`src/rtl/pq_pkg.sv`:
```
// Shared types for the sorted priority queue: operation decode and
// per-slot source select.
package pq_pkg;

    typedef enum logic [2:0] {
        PQ_NOP,
        PQ_INSERT,
        PQ_POP,
        PQ_REPLACE,
        PQ_CLEAR
    } pq_op_t;

    typedef enum logic [1:0] {
        HOLD,
        FROM_PREV,
        FROM_NEXT,
        LOAD_NEW
    } pq_sel_t;

endpackage

```
`src/rtl/pq_slot.sv`:
```
// One priority-queue entry: data plus valid bit with a 4-way source
// select (hold, shift down from previous, shift up from next, load new).
module pq_slot
    import pq_pkg::*;
#(
    parameter int W = 8
) (
    input  logic         ck,
    input  logic         r,
    input  pq_sel_t      i_sel,
    input  logic         i_clr,
    input  logic [W-1:0] i_prev_d,
    input  logic         i_prev_v,
    input  logic [W-1:0] i_next_d,
    input  logic         i_next_v,
    input  logic [W-1:0] i_new_d,
    output logic [W-1:0] o_d,
    output logic         o_v
);

    logic [W-1:0] r_d;
    logic         r_v;

    always_ff @(posedge ck or negedge r) begin
        if (!r) begin
            r_d <= '0;
            r_v <= 1'b0;
        end else if (i_clr) begin
            r_v <= 1'b0;
        end else begin
            unique case (i_sel)
                HOLD: ;
                FROM_PREV: begin
                    r_d <= i_prev_d;
                    r_v <= i_prev_v;
                end
                FROM_NEXT: begin
                    r_d <= i_next_d;
                    r_v <= i_next_v;
                end
                LOAD_NEW: begin
                    r_d <= i_new_d;
                    r_v <= 1'b1;
                end
                default: ;
            endcase
        end
    end

    assign o_d = r_d;
    assign o_v = r_v;

endmodule

```
`src/rtl/pq_sorted.sv`:
```
// Sorted shift-register priority queue; slot 0 is always the best entry.
// Define PQ_MIN_EN for a min-queue, otherwise it is a max-queue.
module pq_sorted
    import pq_pkg::*;
#(
    parameter int W     = 8,
    parameter int DEPTH = 6
) (
    input  logic                       ck,
    input  logic                       r,
    input  logic [W-1:0]               newVal,
    input  logic                       loadIn,
    input  logic                       shiftOut,
    input  logic                       clear,
    output logic [W-1:0]               top,
    output logic                       empty,
    output logic                       full,
    output logic [$clog2(DEPTH+1)-1:0] count,
    output logic                       overflow,
    output logic                       underflow
);

    localparam int CW = $clog2(DEPTH+1);

    logic [W-1:0]     w_d [DEPTH];
    logic [DEPTH-1:0] w_v;
    logic [DEPTH-1:0] w_below;
    logic [DEPTH-1:0] w_bp;
    logic [DEPTH-1:0] w_bn;
    logic [DEPTH-1:0] w_bz;
    pq_sel_t          w_sel [DEPTH];
    pq_op_t           w_op;
    logic             w_empty;
    logic             w_full;
    logic [CW-1:0]    r_count;
    logic             r_ovf;
    logic             r_unf;

    assign w_empty = (r_count == '0);
    assign w_full  = (r_count == CW'(DEPTH));

    // w_below[i]: newVal belongs after valid slot i (ties keep arrival order)
    always_comb begin
        for (int i = 0; i < DEPTH; i++) begin
`ifdef PQ_MIN_EN
            w_below[i] = w_v[i] && !(newVal < w_d[i]);
`else
            w_below[i] = w_v[i] && !(newVal > w_d[i]);
`endif
        end
    end

    assign w_bp = {w_below[DEPTH-2:0], 1'b1};
    assign w_bn = {1'b0, w_below[DEPTH-1:1]};
    assign w_bz = {w_below[DEPTH-1:1], 1'b1};

    always_comb begin
        w_op = PQ_NOP;
        unique case (1'b1)
            clear:                          w_op = PQ_CLEAR;
            !clear && loadIn && shiftOut:   w_op = PQ_REPLACE;
            !clear && loadIn && !shiftOut:  w_op = PQ_INSERT;
            !clear && !loadIn && shiftOut:  w_op = PQ_POP;
            default:                        w_op = PQ_NOP;
        endcase
    end

    // Replace drops slot 0, so the search window starts at slot 1
    always_comb begin
        for (int i = 0; i < DEPTH; i++) begin
            w_sel[i] = HOLD;
            unique case (w_op)
                PQ_INSERT:
                    w_sel[i] = w_below[i] ? HOLD :
                               w_bp[i]    ? LOAD_NEW : FROM_PREV;
                PQ_POP:
                    w_sel[i] = w_empty ? HOLD : FROM_NEXT;
                PQ_REPLACE:
                    w_sel[i] = w_bn[i] ? FROM_NEXT :
                               w_bz[i] ? LOAD_NEW : HOLD;
                default:
                    w_sel[i] = HOLD;
            endcase
        end
    end

    for (genvar g = 0; g < DEPTH; g++) begin : g_slot
        logic [W-1:0] w_pd;
        logic         w_pv;
        logic [W-1:0] w_nd;
        logic         w_nv;

        if (g == 0) begin : g_first
            assign w_pd = '0;
            assign w_pv = 1'b0;
        end else begin : g_mid
            assign w_pd = w_d[g-1];
            assign w_pv = w_v[g-1];
        end

        if (g == DEPTH-1) begin : g_last
            assign w_nd = '0;
            assign w_nv = 1'b0;
        end else begin : g_body
            assign w_nd = w_d[g+1];
            assign w_nv = w_v[g+1];
        end

        pq_slot #(.W(W)) u_slot (
            .ck       (ck),
            .r        (r),
            .i_sel    (w_sel[g]),
            .i_clr    (w_op == PQ_CLEAR),
            .i_prev_d (w_pd),
            .i_prev_v (w_pv),
            .i_next_d (w_nd),
            .i_next_v (w_nv),
            .i_new_d  (newVal),
            .o_d      (w_d[g]),
            .o_v      (w_v[g])
        );
    end

    always_ff @(posedge ck or negedge r) begin
        if (!r) begin
            r_count <= '0;
            r_ovf   <= 1'b0;
            r_unf   <= 1'b0;
        end else begin
            r_ovf <= 1'b0;
            r_unf <= 1'b0;
            unique case (w_op)
                PQ_CLEAR:
                    r_count <= '0;
                PQ_INSERT:
                    if (w_full) r_ovf <= 1'b1;
                    else        r_count <= r_count + 1'b1;
                PQ_POP:
                    if (w_empty) r_unf <= 1'b1;
                    else         r_count <= r_count - 1'b1;
                PQ_REPLACE:
                    if (w_empty) r_count <= CW'(1);
                default: ;
            endcase
        end
    end

    assign top       = w_v[0] ? w_d[0] : '0;
    assign empty     = w_empty;
    assign full      = w_full;
    assign count     = r_count;
    assign overflow  = r_ovf;
    assign underflow = r_unf;

endmodule

```
`config.mk`:
```
export PLATFORM = sky130hd
export DESIGN_NAME = pq_sorted
export DESIGN_NICKNAME = d
export VERILOG_FILES = /design/src/rtl/pq_pkg.sv /design/src/rtl/pq_slot.sv /design/src/rtl/pq_sorted.sv
export SDC_FILE = /design/constraint.sdc
export NUM_CORES = 1
export LEC_CHECK = 0
export CAP_MARGIN = 20
export CORE_MARGIN = 5
export CORE_UTILIZATION = 65
export CTS_BUF_LIST = sky130_fd_sc_hd__clkbuf_16
export DETAILED_ROUTE_END_ITERATION = 16
export GPL_TIMING_DRIVEN = 0
export HOLD_SLACK_MARGIN = 0.03
export PLACE_DENSITY = 0.89
export SKIP_CTS_REPAIR_TIMING = 1
export SLEW_MARGIN = 20
export SYNTH_ARGS = -nofsm -noshare
export SYNTH_HDL_FRONTEND = slang
export SYNTH_SLANG_ARGS = --single-unit
```
`constraint.sdc`:
```
create_clock -name ck -period 5.91 [get_ports ck]
set_input_delay 1.773 -clock ck [delete_from_list [all_inputs] [get_ports ck]]
set_output_delay 1.773 -clock ck [all_outputs]
set_load 0.01 [all_outputs]
```
== Word-level counts from Yosys, hierarchy flattened ==
Cells that the tools add are included.
Word-level totals
  register bits after elaboration: 59
  input bits: 13
Operators by class
  $add $sub $neg: 2
  $lt $le $gt $ge: 6
  eq/ne operators: 26
  multiplexer cells: 56
  bitwise logic cells: 1
  reductions and logical operators: 41
Operator list (number)
  $pmux 8 s3: 6
  $gt 8x8->1: 6
  $mux 2: 21
  $pmux 2 s3: 6
  $reduce_bool 4->1: 7
  $eq 2x2->1 const B: 12
  $pmux 3 s4: 2
  $pmux 1 s3: 6
  $reduce_bool 3->1: 6
  $eq 2x1->1 const B: 6
  $reduce_and 2->1: 6
  $logic_and 1x1->1: 11
  $mux 1: 11
  $logic_not 1->1: 9
  $mux 3: 3
  $mux 8: 1
  $eq 3x2->1 const B: 2
  $eq 3x3->1 const B: 2
  $ne 2x2->1 const B: 3
  $reduce_and 4->1: 1
  $add 3x1->3 const B: 1
  $eq 3x1->1 const B: 1
  $logic_not 3->1: 1
  $sub 3x1->3 const B: 1
  $not 1->1: 1

== Longest topological paths before layout ==
  depth in word-level cells: 9
  gate-level depth with buffers: 16

== Cells and area by module ==
A second synthesis with hierarchy kept.
Second synthesis, totals
  cell total of the unflattened synthesis: 600
  area, all modules: 5286.3 µm²
Modules (own cells, without submodules)
  pq_slot: instances 6, cells an instance 59, area an instance 580.6 µm², sequential area each 225.2 µm²
  pq_sorted: instances 1, cells an instance 246, area an instance 1803.0 µm², sequential area each 125.1 µm²

== Least setup slack after synthesis ==
No wires, ideal clock.
  path type: input-to-reg
  start: in newVal[1]
  end: reg g_slot[0].u_slot.r_d[3]
  library setup time: 132 ps
  data arrival time: 3953 ps
  required time: 5778 ps
  slack: 1824 ps
  stages on the path: 15
  path buffers: 2
  path through: ha_1 > nor2b_1 > o21a_1 > o21ai_0 > a21oi_1 > a2bb2oi_1 > nand2_1 > o21ai_0 > inv_1 > ha_1 > or2_2 > clkbuf_1 > clkbuf_1 > a221oi_1 > a21oi_1
Between the ends
  longest elaborated chain between the ends: 8
RTL lines
  from (decl): line pq_sorted.sv:11  | input logic [W-1:0] newVal,
  $gt 8x8->1: line pq_sorted.sv:48  | w_below[i] = w_v[i] && !(newVal > w_d[i]);
  $logic_not 1->1: line pq_sorted.sv:48
  $logic_and 1x1->1: line pq_sorted.sv:48
  $mux 1 or $mux 2 (tied branches): line pq_sorted.sv:79, pq_sorted.sv:74
  $pmux 2 s3 *: line pq_sorted.sv:72  | unique case (w_op)
  $eq 2x1->1 or $eq 2x2->1 (tied branches): line pq_slot.sv:31  | unique case (i_sel)
  $reduce_bool 3->1 (no source line)
  $reduce_and 2->1 (no source line)
  to (signal assigned): line pq_slot.sv:34  | r_d <= i_prev_d;
  to (signal assigned): line pq_slot.sv:38  | r_d <= i_next_d;
  to (signal assigned): line pq_slot.sv:42  | r_d <= i_new_d;
  to (decl): line pq_slot.sv:21  | logic [W-1:0] r_d;
Every way passes the cells marked *; elsewhere a longest branch is shown, timed or not.
A chain may end at the register's enable or synchronous reset.

== Final worst setup path ==
Ends and elaborated chain as after synthesis.

==> results.cfg <==
[status]
status = finished, final reports clean

[synth]
async_flop_share_pct = 100.0
synth_ff_type = dfrtp_1
synth.avg_cell_area_um2 = 10.44
yosysTopAreaCell = dfrtp_1
synth_nets = 503
ys_warn_count = 0
yosysSeqAreaShare_pct = 32.29
ys_ff_latch = 59
yosysMostFrequentCell = dfrtp_1
synth_edf_count = 0
yosysUniqueCellTypes = 62
ys_top_cells_by_count = dfrtp_1, ha_1, inv_1, mux2i_1, o21ai_0
ys_top_cells_by_area = dfrtp_1, ha_1, mux2i_1
synth_top_area_share_pct = 32.29
synth_area_um2 = 4572
syn_inst = 438

[final_layout]
seqCellArea_um2 = 1476
area_growth_pct = 14.20
n_antenna_cell = 0
drive_above_1_share_pct = 10.42
multi_input_area_um2 = 2819
nets = 541
fillCellCount = 451

[floorplan]
die_area_um2 = 8811
initial_core_util_pct = 66.92
ioPinCount = 28
coreArea_um2 = 6832
die_width_um = 93.87
die_h_um = 93.87
row_count = 30

[place]
hpwl_um = 8167
place.gp.congestion = 0.8435
portBuffers = 26

[hold_path]
min_from = g_slot[0].u_slot.o_d[0]$_DFFE_PN0P_
hp-class = flip-flop to flip-flop
hold_path_depth = 2
min_to = g_slot[0].u_slot.o_d[0]$_DFFE_PN0P_

[cts]
clkTransAtPathRegs_ps = 50
cts_sinks = 59
numCtsBuffers = 9
h-tree-depth = 3
clk_latency_ps = 330
cts_tree = yes
cts.path.max_buffers = 2
clockRootBuffer = clkbuf_16

[drt]
drt_iter0_markers = 304
routedWlPerCell_um = 19.87
ant_nets = 0
drc_errors = 0
wl_um = 11440
via_per_inst = 6.604
dr.pass1.iters = 6
vias = 3804

[worst_setup_path]
crit_path_top_delay_cell = clkdlybuf4s50_1
startpoint_type = input pin
rr_endpoint = g_slot[0].u_slot.o_d[3]$_DFFE_PN0P_
crit_type = input pin to flip-flop
path_cells = clkdlybuf4s50_1 > ha_1 > nor2b_1 > o21a_1 > o21ai_0 > a21oi_1 > a2bb2oi_1 > nand2_1 > o21ai_0 > inv_1 > ha_1 > or2_2 > clkbuf_1 > clkbuf_1 > a221oi_1 > a21oi_1
end_kind = flip-flop
crit_family = buffers and inverters
reg2regPathDepth = 16
rrSetupSlack_ps = 2470
slowest_delay_ps = 740
crit_buf_inv = 4
critPathMaxFanout = 12
r2r-start = g_slot[0].u_slot.o_d[1]$_DFFE_PN0P_
crit_required_ps = 6090
worstPathArrival_ps = 5530

[sta]
relSlewSlack_pct = 49.58
setup_viol = 0
fin_setup_tns_ps = 0
fmax_mhz = 186.9
hold_viol = 0
rsz0062_at_grt = no
maxSlewViolCount = 0
min_period_ps = 5350
fin_skew_ps = 4.294
fin_crit_sh_pct = 90.52
worst_pin_slew_ps = 753.9

[global_route]
use_met1_pct = 36.09
grt_max_degree = 38
use_met3_pct = 6.330
grt-busiest-layer = met2
track_usage_pct = 28.35
antenna_found_initial = 0
grt_pass1_wl_um = 19470
met2_usage_pct = 47.37
grt-ovfl-total = 0
grt_pass1_vias = 3972

[power]
p_leak_nw = 2.372
powerDensity_nw_per_um2 = 366.1
ir_drop_mv = 0.2199
power_mw = 1.912

[run]
drv_cap = 0
-- worst reg2reg max path: stages, from the launching register on --
cell and delay, ps:
dfrtp_1 370, inv_1 100, ha_1 290, nor2b_1 130, o21a_1 110, o21ai_0 70, a21oi_1 170, a2bb2oi_1 300
nand2_1 110, o21ai_0 130, inv_1 110, ha_1 210, or2_2 260, clkbuf_1 220, clkbuf_1 290, a221oi_1 330
a21oi_1 110
-- routing by layer --
metal,part of all wire [%],vias up
met1,41,1868
met2,50,185
li1,-,1714
met3,6.7,37
met4,2.6,0
met5,0,-
-- cell type report --
class                           instances  share of cell area, %
Inverter                               52                  3.738
Multi-Input combinational cell        314                  53.99
Buffer                                 13                  1.558
Timing Repair Buffer                   27                  5.320
Tap cell                               96                  2.300
Sequential cell                        59                  28.28
Clock buffer                            9                  4.313
Clock inverter                          6                 0.5032
-- per-stage QoR --
step	std cells	area, µm²	utilization [%]	hold WS (ps)	setup slack [ps]
after global placement	560	4952	72.49	522.6	567.8
after global routing	576	5221	76.43	587.7	423.3
after detailed placement	561	4970	72.75	537.0	503.8
after CTS	576	5221	76.43	548.7	618.8
after floorplan	438	4572	-	484.1	1824
final	576	5221	76.43	547.0	560.5
-- flip-flops by register name (all words and copies together), names as in the netlist --
signal             count
g_slot.u_slot.o_d     48
g_slot.u_slot.o_v      6
count                  3
overflow               1
underflow              1
-- cell families after synthesis --
group / after synthesis / synth area share [%]
flops: 59 / 32.29
simple gates: 92 / 11.49
buf+inv: 65 / 6.048
compound gates: 110 / 17.02
fa+ha+maj: 52 / 14.40
mux: 60 / 18.75
-- report_power, final --
part | internal [mW] | total, mW | switching, mW
Sequential | 0.550 | 0.720 | 0.169
Clock | 0.274 | 0.454 | 0.180
Combinational | 0.359 | 0.738 | 0.379
-- how the worst max path moves through the flow --
stage / to / depth (start not counted) / startpoint / slack (ps)
after floorplan: g_slot[0].u_slot.o_d[3]$_DFFE_PN0P_ / 15 / newVal[1] / 1820
after global placement: g_slot[0].u_slot.o_d[3]$_DFFE_PN0P_ / 16 / newVal[1] / 570
after detailed placement: g_slot[0].u_slot.o_d[3]$_DFFE_PN0P_ / 16 / newVal[1] / 500
after CTS: g_slot[0].u_slot.o_d[3]$_DFFE_PN0P_ / 16 / newVal[1] / 620
after global routing: g_slot[0].u_slot.o_d[3]$_DFFE_PN0P_ / 16 / newVal[1] / 420
final: g_slot[0].u_slot.o_d[3]$_DFFE_PN0P_ / 16 / newVal[1] / 560
-- cells in the final DEF, fill, tap and decap left out, types with 3 or more instances in the layout --
cell type	count
a211o_1	3
and2_1	14
clkbuf_16	9
dfrtp_1	59
a22oi_1	9
o21ai_2	3
nand4_1	9
nor2_1	12
clkbuf_1	4
a211oi_1	3
inv_1	53
o211ai_1	4
nand3_1	5
nor2b_1	16
clkinv_2	3
nand2_1	16
a21oi_1	23
o21ai_0	29
o2bb2ai_1	8
mux4_1	8
buf_4	5
ha_1	51
a221oi_1	7
mux4_2	9
mux2i_1	41
clkdlybuf4s50_1	25
Power figures use the tool's default switching activity.
